==> src/rtl/serial_parallel_sync_ctrl_pkg.sv <==
// Shared constants for the 32f serial link: alignment symbol, sync states and
// default lock/loss thresholds used by both the receive and transmit sides.
package serial_parallel_sync_ctrl_pkg;

  localparam logic [7:0]  COM            = 8'hBC;
  localparam int unsigned LOCK_COUNT_DEF = 4;
  localparam int unsigned MAX_GAP_DEF    = 16;

  typedef enum logic [1:0] {
    SEARCH = 2'd0,
    ALIGN  = 2'd1,
    LOCKED = 2'd2
  } sync_state_e;

endpackage

==> src/rtl/serial_parallel_com_detect.sv <==
// Serial shift window and COM compare; nxt is the byte that includes the bit
// being sampled on the current edge.
module serial_parallel_com_detect
  import serial_parallel_sync_ctrl_pkg::*;
(
  input  logic       clk,
  input  logic       rst_n,
  input  logic       data_in,
  output logic [7:0] nxt,
  output logic       com_hit
);

  // Only the seven older bits need storage; the eighth is data_in itself.
  logic [6:0] hist;

  assign nxt     = {hist, data_in};
  assign com_hit = (nxt == COM);

  always_ff @(posedge clk or negedge rst_n) begin
    if (!rst_n) begin
      hist <= '0;
    end else begin
      hist <= nxt[6:0];
    end
  end

endmodule

==> src/rtl/serial_parallel_sync_ctrl.sv <==
// Receive-side sync controller: COM search, byte alignment, lock and loss of
// lock, with registered parallel byte output and byte-boundary strobe.
module serial_parallel_sync_ctrl
  import serial_parallel_sync_ctrl_pkg::*;
#(
  parameter int unsigned LOCK_COUNT = LOCK_COUNT_DEF,
  parameter int unsigned MAX_GAP    = MAX_GAP_DEF
) (
  input  logic       clk_32f,
  input  logic       reset,
  input  logic       Data_in,
  output logic       active,
  output logic       byte_strobe,
  output logic [7:0] Data_out,
  output logic       valid_out,
  output logic [1:0] state_out
);

  localparam logic [3:0] LOCK_LAST = 4'(LOCK_COUNT - 1);
  localparam logic [7:0] GAP_LAST  = 8'(MAX_GAP - 1);

  sync_state_e state;
  logic [2:0]  bit_cnt;
  logic [3:0]  com_cnt;
  logic [7:0]  gap_cnt;
  logic [7:0]  nxt;
  logic        com_hit;

  serial_parallel_com_detect u_com_detect (
    .clk     (clk_32f),
    .rst_n   (reset),
    .data_in (Data_in),
    .nxt     (nxt),
    .com_hit (com_hit)
  );

  assign state_out = state;

  always_ff @(posedge clk_32f or negedge reset) begin
    if (!reset) begin
      state       <= SEARCH;
      bit_cnt     <= '0;
      com_cnt     <= '0;
      gap_cnt     <= '0;
      active      <= 1'b0;
      byte_strobe <= 1'b0;
      Data_out    <= '0;
      valid_out   <= 1'b0;
    end else begin
      byte_strobe <= 1'b0;
      case (state)
        SEARCH: begin
          active    <= 1'b0;
          valid_out <= 1'b0;
          Data_out  <= '0;
          if (com_hit) begin
            state   <= ALIGN;
            bit_cnt <= '0;
            com_cnt <= 4'd1;
          end
        end
        ALIGN: begin
          active    <= 1'b0;
          valid_out <= 1'b0;
          Data_out  <= '0;
          bit_cnt   <= bit_cnt + 3'd1;
          if (bit_cnt == 3'd7) begin
            if (com_hit) begin
              com_cnt <= com_cnt + 4'd1;
              if (com_cnt == LOCK_LAST) begin
                state   <= LOCKED;
                gap_cnt <= '0;
                active  <= 1'b1;
              end
            end else begin
              // A failed boundary byte is not reconsidered as a fresh COM.
              state   <= SEARCH;
              com_cnt <= '0;
            end
          end
        end
        LOCKED: begin
          active  <= 1'b1;
          bit_cnt <= bit_cnt + 3'd1;
          if (bit_cnt == 3'd7) begin
            Data_out    <= nxt;
            valid_out   <= !com_hit;
            byte_strobe <= 1'b1;
            if (com_hit) begin
              gap_cnt <= '0;
            end else begin
              gap_cnt <= gap_cnt + 8'd1;
              if (gap_cnt == GAP_LAST) begin
                state   <= SEARCH;
                com_cnt <= '0;
              end
            end
          end
        end
        default: begin
          state     <= SEARCH;
          active    <= 1'b0;
          valid_out <= 1'b0;
          Data_out  <= '0;
        end
      endcase
    end
  end

endmodule

==> config.mk <==
export PLATFORM = sky130hd
export DESIGN_NAME = serial_parallel_sync_ctrl
export DESIGN_NICKNAME = d
export VERILOG_FILES = /design/src/rtl/serial_parallel_sync_ctrl_pkg.sv /design/src/rtl/serial_parallel_com_detect.sv /design/src/rtl/serial_parallel_sync_ctrl.sv
export SDC_FILE = /design/constraint.sdc
export NUM_CORES = 1
export LEC_CHECK = 0
export CAP_MARGIN = 10
export CORE_ASPECT_RATIO = 0.9
export CORE_MARGIN = 4
export CORE_UTILIZATION = 60
export DETAILED_ROUTE_END_ITERATION = 10
export PLACE_DENSITY = 0.9
export SLEW_MARGIN = 25
export SYNTH_ARGS = -nofsm -noshare
export SYNTH_HDL_FRONTEND = slang
export SYNTH_SLANG_ARGS = --single-unit
==> constraint.sdc <==
create_clock -name clk_32f -period 6.41 [get_ports clk_32f]
set_clock_uncertainty 0.05 [all_clocks]
set_input_delay 1.282 -clock clk_32f [delete_from_list [all_inputs] [get_ports clk_32f]]
set_output_delay 1.282 -clock clk_32f [all_outputs]
set_load 0.02 [all_outputs]
Yosys cells after proc, flatten, opt, wreduce, memory -nomap -nowiden
Index checks and enable logic that the tools add are counted.
Storage, ports and cells
  bits in registers: 35
  input port bits: 3
  output and inout port bits: 13
  logic and storage cells: 69
Operators by class
  equal/unequal tests: 14
  muxes and demuxes: 33
  add/sub/neg operators: 3
  reduce and logical (&&, ||, !) cells: 10
Operators with widths (count)
  8-bit 2-to-1 mux: 7
  4-bit 2-to-1 mux: 6
  8-bit one-hot mux with 2 select lines: 1
  2-bit 2-to-1 mux: 7
  2-bit != test, second input constant: 7
  4-bit one-hot mux with 3 select lines: 1
  6-bit AND reduction: 2
  8-bit by 1-bit adder with 8-bit output, second input constant: 1
  8-bit by 4-bit == test with 1-bit output, second input constant: 1
  8-bit == test, second input constant: 1
  1-bit 2-to-1 mux: 7
  2-bit one-hot mux with 3 select lines: 1
  3-bit one-hot mux with 2 select lines: 1
  5-bit AND reduction: 1
  4-bit by 1-bit adder with 4-bit output, second input constant: 1
  4-bit by 2-bit == test with 1-bit output, second input constant: 1
  2-bit nonzero test: 2
  3-bit by 1-bit adder with 3-bit output, second input constant: 1
  3-bit == test, second input constant: 1
  3-bit 2-to-1 mux: 1
  3-bit != test, second input constant: 1
  3-bit nonzero test: 1
  2-bit by 1-bit == test with 1-bit output, second input constant: 1
  2-bit == test, second input constant: 1
  5 further kinds: 5

Logic depth before layout (Yosys ltp)
  depth in word-level cells: 5
  gate-level depth with buffers: 8
  gate-level depth less buffers: 7

Hierarchy
Synthesis repeated with hierarchy kept, for this count alone.
Second synthesis, totals
  cell total of the unflattened synthesis: 153
  area total of the unflattened synthesis: 1726.7 um2
Modules (own cells, without submodules)
  serial_parallel_sync_ctrl: times used 1, area an instance 1519.0 um2, cells an instance 142, seq. area each 700.7 um2
  serial_parallel_com_detect: times used 1, area an instance 207.7 um2, cells an instance 11, seq. area each 175.2 um2

Worst setup path before layout
OpenSTA, ideal clock, no wires.
  path kind: input port to flip-flop
  start: input Data_in
  end: register com_cnt[0]
  cell stages on the path: 4
  data arrival time: 2.676 ns
  setup time: 0.125 ns
  slack: 3.559 ns
  path buffers: 0
  data required time: 6.235 ns
  path through: or4_4 -> a211o_1 -> or2_4 -> mux2_4
On the way
  word-level cells in the longest chain between the ends: 4
  elaborated cells on any way between the ends: 7
  classes of those cells: eq/ne: 3; mux: 3; reduce/logical: 1
Ends and longest elaborated chain
  start, declared: RTL line serial_parallel_sync_ctrl.sv:11  | input logic Data_in,
  8-bit == test *: RTL line serial_parallel_com_detect.sv:17  | assign com_hit = (nxt == COM);
  4-bit 2-to-1 mux: RTL line serial_parallel_sync_ctrl.sv:68  | if (com_hit) begin
  4-bit 2-to-1 mux: RTL line serial_parallel_sync_ctrl.sv:67  | if (bit_cnt == 3'd7) begin
  4-bit one-hot mux with 3 select lines: RTL line serial_parallel_sync_ctrl.sv:51  | case (state)
  end signal, assigned: RTL line serial_parallel_sync_ctrl.sv:69  | com_cnt <= com_cnt + 4'd1;
  end, declared: RTL line serial_parallel_sync_ctrl.sv:24  | logic [3:0] com_cnt;
Every way passes the cells marked *; elsewhere a longest branch is shown, timed or not. The select of a mux whose other input is x is not followed.
A chain may end at the register's enable or synchronous reset.

Worst setup path after layout
Ends and elaborated chain as after synthesis.

==> flow_summary.toml <==
[yosys]
synthCells = 150
synth_ff_type = "dfrtp_1"
ys_top_cells_by_count = "35 x dfrtp_1, 18 x nor2_1, 13 x o21ai_0"
yosys.area_share.xor_xnor_pct = 0
ys_seq_area_share_pct = 52.9
synthAdderAreaFrac_pct = 6.80
synth.most_common_cell = "dfrtp_1"
yosys.area.top_type = "dfrtp_1"
synth_area_leaders = "dfrtp_1 53%, ha_1 6.8%, mux2i_1 6.0%"
yosys_warnings = 0
yosys.area_share.simple_pct = 17.7
muxShareOfSynthArea_pct = 8.31
async_flop_share_pct = 100
synth-edff-count = 0
syn-cell-area_um2 = 1660
synth_compound_area_share_pct = 12.2
syn_area_per_cell_um2 = 11.0
synth_fp_nets = 162
synth_cell_types = 39
ys_ff_latch = 35
synth_top_family_by_area = "simple AND/OR/NAND/NOR gates"
yosys.area.top_type_share_pct = 52.9

[floorplanning]
die_w_um = 63.4
num_rows = 17
ioPinCount = 16
start_util_pct = 64.9
dieArea_um2 = 3660
core-area_um2 = 2550
die_h_um = 57.8

[clocking]
cts_tree = "yes"
clk_pin_slew_ps = 110
cts_hold_buf = 0
cts_resized = 0
cts_buffer_depth = 2
cts-root-buf = "clkbuf_4"
cts_num_sinks = 35
postCtsSetupBuffers = 0
h-tree-depth = 2
cts_made_buffers = 5
worstSkewPairLatency_ps = 340

[final_layout]
fill_cells = 185
n_antenna_cell = 0
fin_area_um2 = 1940
seqCellArea_um2 = 876
area_growth_syn_to_layout_pct = 17.3
nNetsFinal = 181
fin_util_pct = 76.1
multi_input_area_um2 = 753
drive_gt1_share_pct = 10.0

[status]
status = "finished clean"

[global_routing]
grt_overflow_total = 0
grt_pass1_wl_mm = 5.89
grt_pass1_vias = 1292
grt_usage_pct = 20.9
grt_max_degree = 36
antenna_found_initial = 0

[critical_path]
cp_cell_sequence = "clkdlybuf4s50_1 -> or4_4 -> a211o_1 -> or2_4 -> mux2_4"
path_buf_inv = 1
crit_family = "simple AND/OR/NAND/NOR gates"
critical_path.max_fanout = 12
critPathKind = "input port to flip-flop"
arrival_ps = 3410
cp_slowest_cell = "or4_4"
end_kind = "flip-flop"
required_ps = 6590
max_stage_delay_ps = 670
start_kind = "input port"

[detailed_routing]
vias_per_cell = 6.27
drt-pass1-iter-count = 4
wl_per_cell_um = 17.3
first_iter_violations = 60
ant_nets = 0
via_count = 1242
drt-total-wl_mm = 3.43
drc = 0

[timing]
worst_pin_slew_ps = 747
setup_viol = 0
slew_violations = 0
finalHoldViolCount = 0
fmax_ghz = 0.310
fin_crit_sh_pct = 50.3
tns_ps = 0
slew_headroom_pct = 49.5
rsz0062_at_grt = "false"
finalCriticalPeriod_ps = 3220

[place]
hpwl_mm = 2.39
dpl-instance-area_um2 = 1830
gp_congestion = 0.889
port_buffers = 15

[pwr]
p_per_area_nw_per_um2 = 305
ir_drop_mv = 0.234
p_leak_uw = 0.000857

[run]
drv_cap = 0

[min_path]
min_path_type = "flip-flop to flip-flop"
==> cells in the final DEF, fill, tap and decap left out, types with 2 or more instances in the layout <==
cell type / Yosys / final
clkbuf_4: 0 / 5
and3_1: 3 / 3
ha_1: 9 / 9
nand2_1: 10 / 10
o41ai_2: 1 / 2
bufinv_16: 0 / 2
a22o_1: 2 / 2
nor2_1: 18 / 18
dfrtp_1: 35 / 35
and2_1: 2 / 2
clkdlybuf4s50_1: 0 / 15
nand3_1: 7 / 7
o22ai_1: 3 / 3
o21ai_0: 13 / 13
a211oi_1: 2 / 2
inv_1: 5 / 5
mux2i_1: 10 / 10
a21oi_1: 2 / 2
nor2b_1: 2 / 2
o31ai_1: 2 / 2
==> metal layers <==
layer	share of wire (%)	wire length, um	GRT usage, %
met5	0	0	0
met4	2.0	67	11.7
met3	4.4	152	6.01
met2	50	1700	35.9
met1	44	1500	23.7
==> report_power, final <==
group / internal [uW] / switching (uW) / total, uW
clock network: 122 / 75.2 / 197
logic: 67.5 / 75.6 / 143
registers: 237 / 15.4 / 253
total: 427 / 166 / 593
==> flip-flops by register name, summed over array words and instances (netlist names) <==
name / count
valid_out: 1
gap_cnt: 8
bit_cnt: 3
Data_out: 8
com_cnt: 4
active: 1
state_out: 2
u_com_detect.hist: 7
byte_strobe: 1
==> cells by family (layout without fill, tap and decap cells) <==
family | after synthesis | after routing
DFF | 35 | 35
adders and majority gates | 9 | 9
AOI/OAI and AO/OA | 31 | 31
buffers and inverters | 9 | 29
and+or+nand+nor | 53 | 53
muxes | 13 | 13
==> metrics by stage <==
| step | hold WS (ps) | std cells | power, uW | setup slack [ps] |
|---|---|---|---|---|
| after floorplan | 323 | 150 | 358 | 3560 |
| after global placement | 342 | 190 | 385 | 2920 |
| after detailed placement | 338 | 190 | 398 | 2870 |
| after CTS | 360 | 198 | 594 | 3230 |
| after global routing | 355 | 198 | 622 | 3140 |
| final | 354 | 198 | 593 | 3190 |
==> final cells by class <==
| class | count | share of cell area, % |
|---|---|---|
| Multi-Input combinational cell | 106 | 38.8 |
| Clock buffer | 6 | 2.13 |
| Tap cell | 28 | 1.80 |
| Timing Repair Buffer | 16 | 8.12 |
| Clock inverter | 2 | 3.09 |
| Inverter | 5 | 0.966 |
| Sequential cell | 35 | 45.1 |
==> worst register-to-register path: cells and delay by family (launching register included) <==
kind,cells,cell delay [ps]
compound gates,1,240
simple gates,4,1290
fa+ha+maj,2,760
flops,1,380
==> worst paths after layout <==
path,start,end,slack [ps],cells after the start
worst max-delay path,Data_in,com_cnt[0]$_DFFE_PN0P_,3190,5
worst min-delay path,u_com_detect.hist[2]$_DFF_PN0_,u_com_detect.hist[3]$_DFF_PN0_,350,0
worst max register to register,bit_cnt[0]$_DFFE_PN0P_,gap_cnt[7]$_DFFE_PN0P_,3630,7
worst min register to register,u_com_detect.hist[2]$_DFF_PN0_,u_com_detect.hist[3]$_DFF_PN0_,350,0
max in group asynchronous,reset,state_out[1]$_DFFE_PN0P_,4710,2
min in group asynchronous,reset,u_com_detect.hist[5]$_DFF_PN0_,1290,2
Note: power is estimated with default switching activity, not from simulation.
